**config.mk**
```make
export PLATFORM = sky130hd
export DESIGN_NAME = car_sensor_pattern_gen
export DESIGN_NICKNAME = d
export VERILOG_FILES = /design/src/rtl/car_sensor_pattern_gen.sv
export SDC_FILE = /design/constraint.sdc
export NUM_CORES = 1
export LEC_CHECK = 0
export BUFFER_PORTS_ARGS = -buffer_cell sky130_fd_sc_hd__buf_2
export CORE_MARGIN = 2
export CORE_UTILIZATION = 55
export CTS_CLUSTER_DIAMETER = 40
export CTS_CLUSTER_SIZE = 12
export DETAILED_ROUTE_END_ITERATION = 10
export PLACE_DENSITY = 0.75
export SLEW_MARGIN = 20
export SYNTH_ARGS = -nofsm -noshare
export SYNTH_HDL_FRONTEND = slang
export SYNTH_SLANG_ARGS = --single-unit
```
**constraint.sdc**
```tcl
create_clock -name clk -period 2.4 [get_ports clk]
set_input_delay 0.12 -clock clk [delete_from_list [all_inputs] [get_ports clk]]
set_output_delay 0.12 -clock clk [all_outputs]
set_load 0.05 [all_outputs]
```
**src/rtl/car_sensor_pattern_gen.sv**
```systemverilog
// Two-beam gate sensor emulator: plays an enter/exit passage waveform on request.
// Optional ABORT_PATTERN_EN adds req_abort for a PH1-then-gap backing-out sequence.
module car_sensor_pattern_gen #(
    parameter int DWELL_W    = 8,
    parameter int GAP_CYCLES = 2
) (
    input  logic               clk,
    input  logic               reset,
    input  logic               req_valid,
    output logic               req_ready,
    input  logic               req_dir,
    input  logic [DWELL_W-1:0] dwell,
`ifdef ABORT_PATTERN_EN
    input  logic               req_abort,
`endif
    output logic               sensor_a,
    output logic               sensor_b,
    output logic               busy,
    output logic               done
);

    localparam int GAP_N = (GAP_CYCLES < 1) ? 1 : GAP_CYCLES;
    localparam int GAP_W = (GAP_N > 1) ? $clog2(GAP_N) : 1;
    localparam logic [GAP_W-1:0] GAP_LOAD = GAP_W'(GAP_N - 1);
    localparam logic [DWELL_W-1:0] ONE = DWELL_W'(1);

    typedef enum logic [2:0] {
        S_IDLE = 3'd0,
        S_PH1  = 3'd1,
        S_PH2  = 3'd2,
        S_PH3  = 3'd3,
        S_GAP  = 3'd4
    } state_t;

    state_t             state_q, state_d;
    logic [DWELL_W-1:0] cnt_q, cnt_d;
    logic [DWELL_W-1:0] dur_q, dur_d;
    logic [GAP_W-1:0]   gcnt_q, gcnt_d;
    logic               dir_q, dir_d;
    logic               a_q, a_d;
    logic               b_q, b_d;
    logic               done_q, done_d;
    logic               abort_q, abort_d;
    logic               abort_in;

`ifdef ABORT_PATTERN_EN
    assign abort_in = req_abort;
`else
    assign abort_in = 1'b0;
`endif

    always_ff @(posedge clk or posedge reset) begin
        if (reset) begin
            state_q <= S_IDLE;
            cnt_q   <= '0;
            dur_q   <= ONE;
            gcnt_q  <= '0;
            dir_q   <= 1'b0;
            a_q     <= 1'b0;
            b_q     <= 1'b0;
            done_q  <= 1'b0;
            abort_q <= 1'b0;
        end else begin
            state_q <= state_d;
            cnt_q   <= cnt_d;
            dur_q   <= dur_d;
            gcnt_q  <= gcnt_d;
            dir_q   <= dir_d;
            a_q     <= a_d;
            b_q     <= b_d;
            done_q  <= done_d;
            abort_q <= abort_d;
        end
    end

    always_comb begin
        state_d = state_q;
        cnt_d   = cnt_q;
        dur_d   = dur_q;
        gcnt_d  = gcnt_q;
        dir_d   = dir_q;
        a_d     = a_q;
        b_d     = b_q;
        done_d  = 1'b0;
        abort_d = abort_q;
        case (state_q)
            S_IDLE: begin
                a_d = 1'b0;
                b_d = 1'b0;
                if (req_valid) begin
                    state_d = S_PH1;
                    dir_d   = req_dir;
                    abort_d = abort_in;
                    dur_d   = (dwell == '0) ? ONE : dwell;
                    cnt_d   = dur_d - ONE;
                    a_d     = ~req_dir;
                    b_d     = req_dir;
                end
            end
            S_PH1: begin
                if (cnt_q != '0) begin
                    cnt_d = cnt_q - ONE;
                end else if (abort_q) begin
                    state_d = S_GAP;
                    a_d     = 1'b0;
                    b_d     = 1'b0;
                    done_d  = 1'b1;
                    gcnt_d  = GAP_LOAD;
                end else begin
                    state_d = S_PH2;
                    cnt_d   = dur_q - ONE;
                    a_d     = 1'b1;
                    b_d     = 1'b1;
                end
            end
            S_PH2: begin
                if (cnt_q != '0) begin
                    cnt_d = cnt_q - ONE;
                end else begin
                    state_d = S_PH3;
                    cnt_d   = dur_q - ONE;
                    a_d     = dir_q;
                    b_d     = ~dir_q;
                end
            end
            S_PH3: begin
                if (cnt_q != '0) begin
                    cnt_d = cnt_q - ONE;
                end else begin
                    state_d = S_GAP;
                    a_d     = 1'b0;
                    b_d     = 1'b0;
                    done_d  = 1'b1;
                    gcnt_d  = GAP_LOAD;
                end
            end
            S_GAP: begin
                if (gcnt_q != '0) gcnt_d = gcnt_q - 1'b1;
                else              state_d = S_IDLE;
            end
            default: begin
                // Unreachable encodings recover straight to a quiet idle gate.
                state_d = S_IDLE;
                a_d     = 1'b0;
                b_d     = 1'b0;
            end
        endcase
    end

    assign sensor_a  = a_q;
    assign sensor_b  = b_q;
    assign done      = done_q;
    assign busy      = (state_q != S_IDLE);
    assign req_ready = (state_q == S_IDLE);

endmodule

```
### Word-level counts from Yosys, hierarchy flattened

Index checks and enable logic that the tools add are counted.

| operators by class | value |
|---|---|
| mux-type cells | 23 |
| $add $sub $neg | 4 |
| bitwise logic cells | 4 |
| eq/ne operators | 10 |
| reductions and logical operators | 12 |

Operators with widths:

| cell | number |
|---|---|
| $mux W8 | 4 |
| $pmux W8 S3 | 1 |
| $sub A8 B1 Y8 const B | 3 |
| $mux W3 | 5 |
| $pmux W3 S5 | 1 |
| $ne A2 B2 Y1 const B | 6 |
| $pmux W1 S5 | 2 |
| $mux W1 | 9 |
| $logic_not A8 Y1 | 1 |
| $reduce_and A4 Y1 | 2 |
| $reduce_bool A8 Y1 | 1 |
| $eq A3 B2 Y1 const B | 2 |
| $reduce_bool A3 Y1 | 2 |
| $reduce_and A5 Y1 | 1 |
| $not A1 Y1 | 4 |
| $reduce_bool A4 Y1 | 1 |
| $eq A3 B1 Y1 const B | 1 |
| $eq A3 B3 Y1 const B | 1 |
| $logic_not A3 Y1 | 1 |
| $reduce_and A3 Y1 | 1 |
| $pmux W1 S2 | 1 |
| $reduce_and A2 Y1 | 1 |
| $reduce_or A2 Y1 | 1 |
| $sub A1 B1 Y1 const B | 1 |

| storage, ports and cells | value |
|---|---|
| logic and storage cells | 61 |
| register bits after elaboration | 24 |
| input bits | 12 |

### Logic depth before layout (Yosys ltp)

| logic depth | value |
|---|---|
| word-level depth | 5 |
| depth in mapped cells | 8 |
| gate-level depth less buffers | 8 |

### Worst setup path before layout

No wires, ideal clock.

| timing | value |
|---|---|
| kind | register to register |
| start point | register cnt_q[0] |
| end point | register cnt_q[6] |
| data arrival time | 1641 ps |
| stages on the path, launching flop included | 9 |
| library setup time | 124 ps |
| slack | 635 ps |
| path through | dfrtp_1 > inv_1 > ha_1 > nor4b_2 > and2_1 > buf_4 > a21boi_2 > a21oi_1 > a211o_1 |

| between the ends | value |
|---|---|
| cells in the longest elaborated chain, start to end | 3 |
| elaborated cells on any way between the ends | 7 |

Ends and longest elaborated chain:

| item | line | text |
|---|---|---|
| start, declared | 36 | `logic [DWELL_W-1:0] cnt_q, cnt_d;` |
| start signal, assigned | 65 | `cnt_q <= cnt_d;` |
| $sub A8 B1 Y8 or $reduce_bool A8 Y1 (tied branches) | -- |  |
| $mux W8, or another cell as far along | 127 | `if (cnt_q != '0) begin` |
| $pmux W8 S3 or $reduce_and A3 Y1 (tied branches) | -- |  |

Parallel ways exist; a longest one is shown, timed or not. The select of a mux whose other input is x is not followed.
A chain may end at the register's enable or synchronous reset.

### Worst setup path in the final report

| timing | value |
|---|---|
| start point | register cnt_q[0] |
| end point | register cnt_q[2] |

The elaborated chain is that of the path after synthesis.

==> impl_metrics.yaml <==
power_and_ir_drop:
  power.internal_mw: 1.18
  power.share.switching_pct: 42.5
  seq_power_share_pct: 40.9
  p_switching_mw: 0.875
  clkPwrFrac_pct: 14.5
  p_per_area_nw_per_um2: 1140
  power_frac_comb_pct: 44.6
  max-vdd-ir-drop_uv: 800
  p_leak_nw: 0.763
yosys:
  synth_flop_cell: "dfrtp_1"
  async_reset_ff_share_pct: 100
  synth_area_per_cell_um2: 8.79
  ys_seq_elements: 24
  ys_warn_count: 0
  synthCells: 186
  synth_largest_area_cell: "dfrtp_1"
  synth_area_leaders: "dfrtp_1 35%, nor2_1 4.8%, xor2_1 4.3%, mux2_2 4.1%, o21ai_0 4.0%"
  synth_edf_count: 0
  syn_area_um2: 1630
  syn_nets: 202
  synth.distinct_cells: 46
  synth_top_area_share_pct: 35.2
  synth-seq-area-share_pct: 36.8
setup_path:
  crit_path_end_kind: "register"
  required_ps: 2600
  cpMaxStageDelayCell: "dfrtp_1"
  arrival_ps: 2450
  cp_top_family: "simple AND/OR/NAND/NOR gates"
  critical-path-max-stage-delay_ps: 460
  critPathKind: "register to register"
  crit_chain: "inv_1 > ha_1 > nor4b_2 > and2_1 > o21ai_1 > a222oi_1 > o21ai_0"
  crit_buf_inv: 1
  startpoint_type: "register"
  cp_max_fo: 10
timing:
  setup_ws_ps: 147
  timing.fmax_mhz: 444
  setup_viol: 0
  setup-tns-final_ps: 0
  rsz0062_at_grt: "false"
  hold_viol: 0
  whs_ps: 41.8
  period_share_pct: 93.9
  max-slew-margin-rel_pct: 38.2
  slew_viol_final: 0
  fin_crit_ps: 2250
  worst_slew_pin_slew_ps: 927
  fin_skew_ps: 3.58
placement:
  dpl_cell_area_um2: 1740
  gp_congestion: 0.887
  port_buffers: 16
  pre_cts_ws_ps: 241
  dpl.hpwl_um: 2860
  dp_cells: 229
layout:
  finalInstanceArea_um2: 1800
  layout-drive-gt1-share_pct: 19.2
  final_cell_mix: "23 x dfrtp_1, 21 x nor2_1, 16 x buf_2"
  syn_to_final_growth_pct: 10.3
  layout_commonest_cell: "dfrtp_1"
  diodes: 0
  fillers: 244
  nNetsFinal: 220
  final_cells: 234
floorplan:
  io_pins: 17
  core.rowCount: 19
  initial_core_util_pct: 58.7
  dieWidth_um: 58.5
  dieHeight_um: 58.5
  dieArea_um2: 3420
  design.core.area_um2: 2780
global_route:
  overflow: 0
  grt_use_total_pct: 24.5
  met2_usage_pct: 39.5
  use_met3_pct: 3.08
  grt_max_degree: 25
  met1_usage_pct: 35.1
  grt_pass1_wl_um: 6490
  gr-max-usage-layer: "met2"
  grt_pass1_vias: 1383
  antenna_found_initial: 0
job:
  drv_cap: 0
detailed_routing:
  route.detailed.drc: 0
  drt-total-wl_um: 3790
  postRouteAntennaNets: 0
  first_iter_violations: 87
  drtPass1Iterations: 4
  vias: 1450
  via_per_inst: 6.20
  avgRoutedWirePerCell_um: 16.2
clock_tree:
  h-tree-depth: 1
  cts_tree: "built"
  cts-buffers-inserted: 3
  root_buffer: "clkbuf_4"
  clock_latency_ps: 320
  clkTransAtPathRegs_ps: 140
  cts.sinks: 24
  cts_max_path_buffers: 2
min_path:
  hold_class: "input pin to register"
status:
  run_status: "completed"
==> power by group through the flow <==
stage          logic, mW  clock network, mW  registers (mW)
4_1_cts            0.914              0.304           0.838
2_1_floorplan      0.707                  0           0.814
3_3_place_gp       0.890                  0           0.828
6_report           0.918              0.298           0.843
3_5_place_dp       0.906                  0           0.848
5_1_grt             1.02              0.318           0.866
==> metrics by stage <==
step,power (mW),util (%)
floorplan,1.52,-
global placement,1.72,62.4
detailed placement,1.75,62.4
CTS,2.06,64.7
global route,2.21,64.8
finish,2.06,64.8
==> state kept, by name (all words and copies together) (netlist names) <==
signal,cells
dir_q,1
cnt_q,8
state_q,3
done,1
gcnt_q,1
sensor_a,1
sensor_b,1
dur_q,8
==> cell type report <==
class	count	area [um2]	area share, %
Multi-Input combinational cell	143	955	53.0
Clock buffer	3	22.5	1.25
Inverter	13	48.8	2.71
Clock inverter	1	30.0	1.67
Tap cell	31	38.8	2.15
Sequential cell	24	602	33.4
Timing Repair Buffer	19	105	5.83
==> layer usage <==
layer / vias up / wire, um
met2: 40 / 1800
met3: 2 / 161
met5: - / 0
li1: 709 / -
met1: 699 / 1810
met4: 0 / 23
==> worst min-delay path: cells and delay by family <==
| family | cells | cell delay (ps) |
|---|---|---|
| compound gates | 1 | 60 |
| simple gates | 1 | 50 |
| buf+inv | 1 | 100 |
==> worst paths after layout <==
check | to | slack, ps | cells past startpoint | from
setup reg to reg | cnt_q[2]$_DFFE_PP0P_ | 150 | 7 | cnt_q[0]$_DFFE_PP0P_
hold / removal | dir_q$_DFFE_PP0P_ | 40 | 3 | req_dir
hold reg to reg | sensor_a$_DFFE_PP0P_ | 500 | 2 | sensor_a$_DFFE_PP0P_
max in group asynchronous | cnt_q[6]$_DFFE_PP0P_ | 1310 | 3 | reset
min in group asynchronous | dur_q[1]$_DFFE_PP0P_ | 530 | 3 | reset
setup / recovery | cnt_q[2]$_DFFE_PP0P_ | 150 | 7 | cnt_q[0]$_DFFE_PP0P_
==> logic make-up after synthesis <==
logic type               after synthesis  share of synthesized area, %
adder cells (fa/ha/maj)                4                          3.06
XOR/XNOR                              14                          7.50
buffers and inverters                 19                          5.28
flip-flops                            24                          36.8
AO/OA/AOI/OAI                         56                          22.5
AND/OR/NAND/NOR                       62                          20.1
multiplexers                           7                          4.75
==> Yosys cell counts, types with 4 or more instances <==
cell and n:
nand3_1 4, a21oi_1 11, ha_1 4, nor2_1 21, a31oi_1 5, o21ai_0 13, xnor2_1 6, inv_1 13
nand2_1 16, o21ai_1 4, xor2_1 8, dfrtp_1 23, mux2_2 6
==> repair_timing <==
action                     4_1_cts  5_1_grt
setup endpoints to repair        0        1
resized for setup                0        1
hold endpoints to repair         2        0
hold buffers                     1        0
setup buffers                    0        0
Note: power is estimated with default switching activity, not from simulation.
